`config.mk`:
```
export PLATFORM = sky130hd
export DESIGN_NAME = motor_cmd_sequencer_flat
export DESIGN_NICKNAME = d
export VERILOG_FILES = /design/src/rtl/motor_cmd_sequencer_if.sv /design/src/rtl/motor_cmd_sequencer.sv /design/src/flat_wrapper.sv
export SDC_FILE = /design/constraint.sdc
export NUM_CORES = 1
export LEC_CHECK = 0
export ABC_AREA = 0
export BUFFER_PORTS_ARGS = -buffer_cell sky130_fd_sc_hd__buf_2
export CORE_MARGIN = 3
export CORE_UTILIZATION = 30
export CTS_CLUSTER_DIAMETER = 60
export CTS_CLUSTER_SIZE = 16
export DETAILED_ROUTE_END_ITERATION = 10
export GPL_TIMING_DRIVEN = 0
export SETUP_SLACK_MARGIN = 0.05
export SLEW_MARGIN = 20
export SYNTH_ARGS = -nofsm -noshare
export SYNTH_HDL_FRONTEND = slang
export SYNTH_SLANG_ARGS = --single-unit
```
`constraint.sdc`:
```
create_clock -name clk -period 2.1 [get_ports clk]
set_input_delay 0.42 -clock clk [delete_from_list [all_inputs] [get_ports clk]]
set_output_delay 0.42 -clock clk [all_outputs]
set_load 0.005 [all_outputs]
```
`src/rtl/motor_cmd_sequencer_if.sv`:
```
// motor_cmd_sequencer_if: IR command input and motor command/status outputs of the sequencer
interface motor_cmd_sequencer_if;
    logic [7:0] ir_cmd;
    logic       ir_valid;
    logic [7:0] cmd_out;
    logic [1:0] state;
    logic       busy;
    logic       bad_cmd;
    modport master (output ir_cmd, ir_valid, input cmd_out, state, busy, bad_cmd);
    modport slave (input ir_cmd, ir_valid, output cmd_out, state, busy, bad_cmd);
endinterface

```
`src/rtl/motor_cmd_sequencer.sv`:
```
// motor_cmd_sequencer: IR command sequencer with brake dwell between directions; MOTOR_SEQ_HOLD_TIMEOUT_EN adds a drive hold timeout
module motor_cmd_sequencer #(
    parameter int DWELL_CYCLES = 50000,
    parameter int HOLD_CYCLES  = 10000000
) (
    input logic clk,
    input logic rst,
    motor_cmd_sequencer_if.slave bus
);
    localparam logic [7:0] BRAKE = 8'h10;
    localparam int DW = $clog2(DWELL_CYCLES + 1);
    typedef enum logic [1:0] {IDLE = 2'd0, DRIVE = 2'd1, DWELL = 2'd2} state_t;
    if (DWELL_CYCLES < 1 || HOLD_CYCLES < 1) begin : g_bad_param
        $error("motor_cmd_sequencer: DWELL_CYCLES and HOLD_CYCLES must be >= 1");
    end
    state_t state_q, state_d;
    logic [7:0] cmd_out_q, cmd_out_d, pend_q, pend_d;
    logic [DW-1:0] dwell_q, dwell_d;
    logic bad_cmd_q, bad_cmd_d;
    logic is_brake, is_dir, hold_done;
    assign is_brake  = bus.ir_valid && bus.ir_cmd == BRAKE;
    assign is_dir    = bus.ir_valid && bus.ir_cmd inside {8'h02, 8'h08, 8'h20, 8'h80};
    assign bad_cmd_d = bus.ir_valid && !is_brake && !is_dir;
`ifdef MOTOR_SEQ_HOLD_TIMEOUT_EN
    localparam int HW = $clog2(HOLD_CYCLES + 1);
    logic [HW-1:0] hold_q, hold_d;
    logic hold_load;
    assign hold_done = hold_q == '0;
    // Loaded on every entry into DRIVE and on each repeat of the driven direction
    assign hold_load = state_d == DRIVE && (state_q != DRIVE || is_dir);
    always_comb begin
        hold_d = hold_load ? HW'(HOLD_CYCLES - 1) : (state_d == DRIVE && !hold_done) ? hold_q - HW'(1) : '0;
    end
    always_ff @(posedge clk or posedge rst) begin
        if (rst) hold_q <= '0;
        else     hold_q <= hold_d;
    end
`else
    assign hold_done = 1'b0;
`endif
    always_comb begin
        state_d   = state_q;
        cmd_out_d = cmd_out_q;
        pend_d    = pend_q;
        dwell_d   = (dwell_q != '0) ? dwell_q - DW'(1) : '0;
        case (state_q)
            IDLE: begin
                if (is_dir) begin
                    state_d   = DRIVE;
                    cmd_out_d = bus.ir_cmd;
                end
            end
            DRIVE: begin
                if (is_brake || (hold_done && !is_dir)) begin
                    state_d   = IDLE;
                    cmd_out_d = BRAKE;
                end else if (is_dir && bus.ir_cmd != cmd_out_q) begin
                    state_d   = DWELL;
                    cmd_out_d = BRAKE;
                    pend_d    = bus.ir_cmd;
                    dwell_d   = DW'(DWELL_CYCLES - 1);
                end
            end
            DWELL: begin
                if (is_brake) begin
                    state_d   = IDLE;
                    cmd_out_d = BRAKE;
                    pend_d    = BRAKE;
                    dwell_d   = '0;
                end else if (dwell_q == '0) begin
                    state_d   = DRIVE;
                    cmd_out_d = is_dir ? bus.ir_cmd : pend_q;
                    pend_d    = BRAKE;
                end else if (is_dir) begin
                    pend_d = bus.ir_cmd;
                end
            end
            default: begin
                state_d   = IDLE;
                cmd_out_d = BRAKE;
                pend_d    = BRAKE;
                dwell_d   = '0;
            end
        endcase
    end
    always_ff @(posedge clk or posedge rst) begin
        if (rst) begin
            state_q   <= IDLE;
            cmd_out_q <= BRAKE;
            pend_q    <= BRAKE;
            dwell_q   <= '0;
            bad_cmd_q <= 1'b0;
        end else begin
            state_q   <= state_d;
            cmd_out_q <= cmd_out_d;
            pend_q    <= pend_d;
            dwell_q   <= dwell_d;
            bad_cmd_q <= bad_cmd_d;
        end
    end
    assign bus.cmd_out = cmd_out_q;
    assign bus.state   = state_q;
    assign bus.busy    = state_q == DWELL;
    assign bus.bad_cmd = bad_cmd_q;
endmodule

```
`src/flat_wrapper.sv`:
```
// flat-port wrapper written by rule: the top's interface ports become plain ports
module motor_cmd_sequencer_flat 
#(
    parameter int DWELL_CYCLES = 50000,
    parameter int HOLD_CYCLES  = 10000000
)
  (clk, rst, bus_ir_cmd, bus_ir_valid, bus_cmd_out, bus_state, bus_busy, bus_bad_cmd);
  motor_cmd_sequencer_if bus_i ();
  input logic clk;
  input logic rst;
  input wire logic [$bits(bus_i.ir_cmd)-1:0] bus_ir_cmd;
  input wire logic [$bits(bus_i.ir_valid)-1:0] bus_ir_valid;
  output wire logic [$bits(bus_i.cmd_out)-1:0] bus_cmd_out;
  output wire logic [$bits(bus_i.state)-1:0] bus_state;
  output wire logic [$bits(bus_i.busy)-1:0] bus_busy;
  output wire logic [$bits(bus_i.bad_cmd)-1:0] bus_bad_cmd;
  assign bus_i.ir_cmd = bus_ir_cmd;
  assign bus_i.ir_valid = bus_ir_valid;
  assign bus_cmd_out = bus_i.cmd_out;
  assign bus_state = bus_i.state;
  assign bus_busy = bus_i.busy;
  assign bus_bad_cmd = bus_i.bad_cmd;
  motor_cmd_sequencer #(.DWELL_CYCLES(DWELL_CYCLES), .HOLD_CYCLES(HOLD_CYCLES)) u_core (.clk(clk), .rst(rst), .bus(bus_i));
endmodule
```
**Yosys cells after proc, flatten, opt, wreduce, memory -nomap -nowiden**

Index checks and enable logic that the tools add are counted.

- Eq/ne operators: 13
- Bitwise operators: 1
- Reductions and logical operators: 13
- Add/sub/neg operators: 1
- Muxes and demuxes: 23

Operators by type and width:

| kind | count |
|---|---|
| 8-bit two-way mux | 10 |
| 16-bit two-way mux | 4 |
| 16-bit case mux with 3 select lines | 1 |
| 8-bit case mux with 3 select lines | 2 |
| 16-bit logical NOT | 1 |
| 16-bit nonzero test | 1 |
| 16-bit by 1-bit subtractor with 16-bit output, second input constant | 1 |
| 2-bit two-way mux | 5 |
| 8-bit by 2-bit equality test with 1-bit output, second input constant | 1 |
| 8-bit by 4-bit equality test with 1-bit output, second input constant | 1 |
| 8-bit by 5-bit equality test with 1-bit output, second input constant | 1 |
| 8-bit by 6-bit equality test with 1-bit output, second input constant | 1 |
| 8-bit equality test, second input constant | 1 |
| 8-bit != test | 1 |
| 3-bit by 1-bit != test with 1-bit output, second input constant | 2 |
| 2-bit case mux with 3 select lines | 1 |
| 3-bit AND reduction | 2 |
| 1-bit logical AND | 5 |
| 2-bit by 1-bit != test with 1-bit output, second input constant | 2 |
| 4-bit nonzero test | 1 |
| 2-bit by 1-bit equality test with 1-bit output, second input constant | 1 |
| 2-bit equality test, second input constant | 1 |
| 1-bit logical NOT | 2 |
| 2-bit logical NOT | 1 |
| other kinds (2) | 2 |

- Bits in registers: 35
- Input bits: 11
- Word-level logic and storage cells: 56

**Logic depth before layout (Yosys ltp)**

- Depth in word-level cells: 7
- Depth in mapped cells: 8
- Depth with buffers taken out: 7

**Worst setup path after synthesis**

OpenSTA, ideal clock, no wires.

- Path kind: input port to flip-flop
- From: in bus_ir_cmd[6]
- To: reg u_core.cmd_out_q[1], in the netlist u_core.bus.cmd_out[1]
- Library setup time: 0.125 ns
- Stages on the path: 5
- Arrival time: 1.884 ns
- Path slack: 0.092 ns
- Path through: or3_4 -> or3_4 -> a41o_1 -> a22o_1 -> mux2_2

- Word-level cells in the longest chain between the ends: 7
- Elaborated cells between the ends (all ways): 19
- Those cells by class: eq/ne: 9; mux: 5; reduce/logical: 5

Ends and longest elaborated chain:

| item | RTL line | RTL |
|---|---|---|
| from (decl) | flat_wrapper.sv:11 | `input wire logic [$bits(bus_i.ir_cmd)-1:0] bus_ir_cmd;` |
| 8-bit by 2-bit equality test with 1-bit output, or another cell as far along | motor_cmd_sequencer.sv:22 | `assign is_dir = bus.ir_valid && bus.ir_cmd inside {8'h02, 8'h08, 8'h20, 8'h80};` |
| 4-bit nonzero test | motor_cmd_sequencer.sv:22 |  |
| 1-bit logical AND | motor_cmd_sequencer.sv:22 |  |
| 8-bit two-way mux | n/a |  |
| 8-bit two-way mux | motor_cmd_sequencer.sv:70 | `end else if (dwell_q == '0) begin` |
| 8-bit two-way mux | motor_cmd_sequencer.sv:65 | `if (is_brake) begin` |
| 8-bit case mux with 3 select lines | motor_cmd_sequencer.sv:46 | `case (state_q)` |
| to (signal assigned) | motor_cmd_sequencer.sv:95 | `cmd_out_q <= cmd_out_d;` |
| to (decl) | motor_cmd_sequencer.sv:17 | `logic [7:0] cmd_out_q, cmd_out_d, pend_q, pend_d;` |

Parallel ways exist; a longest one is shown, timed or not. The select of a mux whose other input is x is not followed.
A chain may end at the register's enable or synchronous reset.

**Final worst setup path**

- From: in bus_ir_cmd[6]
- To: reg u_core.cmd_out_q[5], in the netlist u_core.bus.cmd_out[5]

The elaborated chain is that of the path after synthesis.

==> qor_table.md <==
| Quantity | Value |
|:---|:---|
| Outcome | complete, no violations |
| Dominant cell by count in the synthesized netlist | sky130_fd_sc_hd__dfrtp_1 |
| Horizontal die dimension | 88.0 um |
| Compound-Gate Fraction of Synth Area | 0.165 |
| Largest stage delay on the critical path | 0.49 ns |
| Total number of yosys warnings | 0 |
| Area fraction in and, or, nand and nor cells after synthesis | 0.177 |
| Number of DRC markers after the initial detailed-route iteration | 80 |
| Floorplan row count | 29 |
| Critical path launch point | bus_ir_cmd[6] |
| Clock-pin slew on the worst setup and hold paths | 0.08 ns |
| Remaining global-route overflow | 0 |
| Combined area of the multi-input logic cells | 1150 sq um |
| Routed wire length | 4640 um |
| Worst-path cell chain | buf_2 > or3_4 > o41ai_4 > a21oi_2 > a22o_1 > mux2_2 |
| Endpoint of the worst setup timing path | u_core.bus.cmd_out[5] |
| Source-to-sink clock delay at the later pin of the worst-skew pair | 0.29 ns |
| TNS Setup | 0 ns |
| CTS Hold Buffers Added | 0 |
| Count of input and output buffers | 22 |
| Worst EP required | 2.27 ns |
| R2R depth | 5 |
| Prevailing post-synth register cell | sky130_fd_sc_hd__dfrtp_1 |
| Category of the worst setup path launch point | primary input |
| Number of clock buffers inserted by TritonCTS | 5 |
| Sequential cell area fraction in the yosys report | 0.435 |
| Average wire per standard cell | 15.5 um |
| Placer Congestion | 0.762 |
| Final setup violating endpoints | 0 |
| Arrival time of the worst setup path | 2.17 ns |
| Share of the synthesized netlist area taken by xor and xnor gates | 0.0998 |
| Post-route clock skew | 0.0133 ns |
| Number of synthesized flops with an enable pin | 0 |
| Pin count of the biggest net entering global routing | 22 |
| Effective utilization at floorplan | 0.314 |
| Largest buffer count on any clock path | 2 |
| Fraction of layout instances using a drive strength above 1 | 0.315 |
| Number of distinct standard cells referenced by the synthesized netlist | 47 |
| Adder-cell area share of the yosys netlist | 0.0310 |
| Detailed-routing iteration count for the pre-antenna-repair pass | 4 |
| Die Height | 88.0 um |
| Number of global-route vias before repair | 1580 |
| Diode count | 0 |
| FF+latch count, synth | 35 |
| Worst Max-Slew Pin Slew | 0.474 ns |
| Hpwl dp | 3240 um |
| Total count of max-transition violations in the final report | 0 |
| CP Max Fanout | 7 |
| Synth Net Count | 207 |
| FF-to-FF End | u_core.bus.cmd_out[5] |
| Die Footprint | 7750 sq um |
| Design Power | 3.56 mW |
| Number of hold violations in the final report | 0 |
| Total of fill cells in the finished design | 639 |
| Highest-delay cell along the critical path | sky130_fd_sc_hd__o41ai_4 |
| Root buffer selected by CTS | sky130_fd_sc_hd__clkbuf_8 |
| Cell Pwr Density | 1470 nW/um^2 |
| Top-Level Pins | 23 |
| Yosys top cell area share | 0.409 |
| Dominant combinational cell family by area after synthesis | simple AND/OR/NAND/NOR gates |
| Floorplan Core Area | 6420 sq um |
| Growth of design area from synthesis to finish | 20.5% |
| Total number of H-tree levels | 2 |
| Library cell occupying the most area in the post-synthesis netlist | sky130_fd_sc_hd__dfrtp_1 |
| Number of nets still failing antenna checks after routing | 0 |
| Per-instance average area after synthesis | 10.6 sq um |
| Async S/R FF share, synth | 1.00 |
| Share of the cycle needed by the critical path after routing | 0.954 |
| Clock sinks | 35 |
| GR Util All Layers | 0.129 |
| RSZ-0062 raised after global routing | true |
| Ranking of synthesized cells by area | sky130_fd_sc_hd__dfrtp_1 41%, sky130_fd_sc_hd__xnor2_1 5.2%, sky130_fd_sc_hd__xor2_1 4.8%, sky130_fd_sc_hd__mux2_2 3.9%, sky130_fd_sc_hd__a22o_1 3.5% |
| Count of max-cap constraint violations | 0 |
| Source of the worst register-to-register timing path | u_core.bus.cmd_out[4] |
| Hold/Removal Path Class | in2async |
| Storage element area | 878 sq um |
| Critical path endpoint category | register |
| Wire length of the first global-routing pass | 7860 um |
| Worst max-slew margin expressed relative to the limit | 0.683 |
| Leakage component of the power | 1.07 nW |
| Number of design rule violations left after detail routing | 0 |
| Final Net Count | 237 |
| Min cycle time layout | 2.00 ns |
| Initial antenna violation count | 0 |
| CTS tree | built |
| Post-Synthesis Cells | 191 |
| Largest voltage drop on the vdd net | 0.466 mV |
| Worst Setup Path Type | in2reg |
| Via count normalized by instance count | 5.28 |
| R2r setup slk | 0.12 ns |
| Fraction of synthesized area in multiplexers | 0.0589 |
| Vias post-DR | 1579 |
| Maximum clock rate | 499 MHz |
| Post-synth top cells | 33 x sky130_fd_sc_hd__dfrtp_1, 14 x sky130_fd_sc_hd__inv_1, 13 x sky130_fd_sc_hd__nor3_1, 12 x sky130_fd_sc_hd__xnor2_1, 11 x sky130_fd_sc_hd__xor2_1 |
| Cell area after synthesis | 2020 sq um |
## layout make-up
| cell class | count | area share |
|---|---|---|
| clock buffer | 7 | 0.0355 |
| clock inverter | 1 | 0.00206 |
| buffer | 1 | 0.00206 |
| tap | 77 | 0.0396 |
| timing repair buffer | 26 | 0.0658 |
| sequential | 35 | 0.361 |
| multi-input combinational | 138 | 0.472 |
| inverter | 14 | 0.0216 |
## per-layer routing
layer	share of wire	up-vias	track usage
met3	0.034	6	0.0245
met1	0.49	772	0.188
met4	0.015	0	0.0453
met5	0	-	0
li1	-	766	-
met2	0.46	35	0.191
## layout by cell type, fill, tap and decap left out, types with 2 or more instances in the layout
| cell | n |
|---|---|
| sky130_fd_sc_hd__dfrtp_1 | 33 |
| sky130_fd_sc_hd__buf_2 | 22 |
| sky130_fd_sc_hd__inv_1 | 13 |
| sky130_fd_sc_hd__nor3_1 | 12 |
| sky130_fd_sc_hd__xnor2_1 | 12 |
| sky130_fd_sc_hd__xor2_1 | 11 |
| sky130_fd_sc_hd__o21ai_0 | 10 |
| sky130_fd_sc_hd__a22o_1 | 8 |
| sky130_fd_sc_hd__nor4_1 | 7 |
| sky130_fd_sc_hd__mux2_2 | 7 |
| sky130_fd_sc_hd__nand2_1 | 7 |
| sky130_fd_sc_hd__clkbuf_8 | 6 |
| sky130_fd_sc_hd__a21oi_1 | 4 |
| sky130_fd_sc_hd__nor2_1 | 4 |
| sky130_fd_sc_hd__o2bb2ai_1 | 4 |
| sky130_fd_sc_hd__nor4_2 | 3 |
| sky130_fd_sc_hd__nor2b_1 | 3 |
| sky130_fd_sc_hd__ha_1 | 3 |
| sky130_fd_sc_hd__buf_4 | 3 |
| sky130_fd_sc_hd__or2_2 | 2 |
| sky130_fd_sc_hd__o22ai_1 | 2 |
| sky130_fd_sc_hd__or3_4 | 2 |
| sky130_fd_sc_hd__nand4_1 | 2 |
| sky130_fd_sc_hd__mux2_4 | 2 |
| sky130_fd_sc_hd__a21oi_2 | 2 |
| sky130_fd_sc_hd__nand2b_2 | 2 |
| sky130_fd_sc_hd__or4_1 | 2 |
| sky130_fd_sc_hd__or3_1 | 2 |
| sky130_fd_sc_hd__ha_2 | 2 |
| sky130_fd_sc_hd__dfstp_2 | 2 |
## report_power, final
part | total, mW | switching [mW] | internal [mW]
sequential | 1.12 | 0.217 | 0.904
combinational | 1.93 | 1.03 | 0.897
clock | 0.517 | 0.252 | 0.265
total | 3.56 | 1.50 | 2.07
## critical path: cells and delay by family
kind / cells / cell delay, ns
AOI/OAI and AO/OA: 3 / 0.93
and+or+nand+nor: 1 / 0.43
muxes: 1 / 0.27
buffers and inverters: 1 / 0.13
## kinds of logic (layout without fill, tap and decap cells)
kind of cell	Yosys count	count (layout)
buf+inv	18	49
fa+ha+maj	5	5
compound gates	43	43
flops	35	35
simple gates	57	57
xor+xnor	23	23
mux	10	10
## per-stage QoR
stage	worst slack [ns]	cell area (sq um)	std cells	util	hold slack, ns
after floorplan	0.0916	2020	191	-	0.465
after detailed placement	-0.337	2250	291	0.351	0.430
after global routing	0.0336	2430	299	0.379	0.134
after CTS	0.0497	2380	298	0.371	0.116
after global placement	-0.314	2220	290	0.346	0.478
final	0.0973	2430	299	0.379	0.103
## flip-flops by register name, indices dropped and copies added, names as in the netlist
name,flops
u_core.bus.cmd_out,8
u_core.pend_q,8
u_core.dwell_q,16
u_core.bus.bad_cmd,1
u_core.bus.state,2
## timing repair
action	in CTS	in global routing
gates resized for setup	8	11
setup endpoints to repair	28	26
pin swaps	2	2
cloned	0	0
setup buffers	2	1
## how the worst min path moves through the flow
stage	to	depth (start not counted)	start
after detailed placement	u_core.pend_q[0]	2	rst
final	u_core.pend_q[7]	2	rst
after global routing	u_core.pend_q[0]	2	rst
after CTS	u_core.pend_q[0]	2	rst
after floorplan	u_core.pend_q[6]	1	u_core.pend_q[6]
after global placement	u_core.bus.cmd_out[4]	2	u_core.bus.cmd_out[4]
No activity file was read; power rests on OpenSTA's default activity.
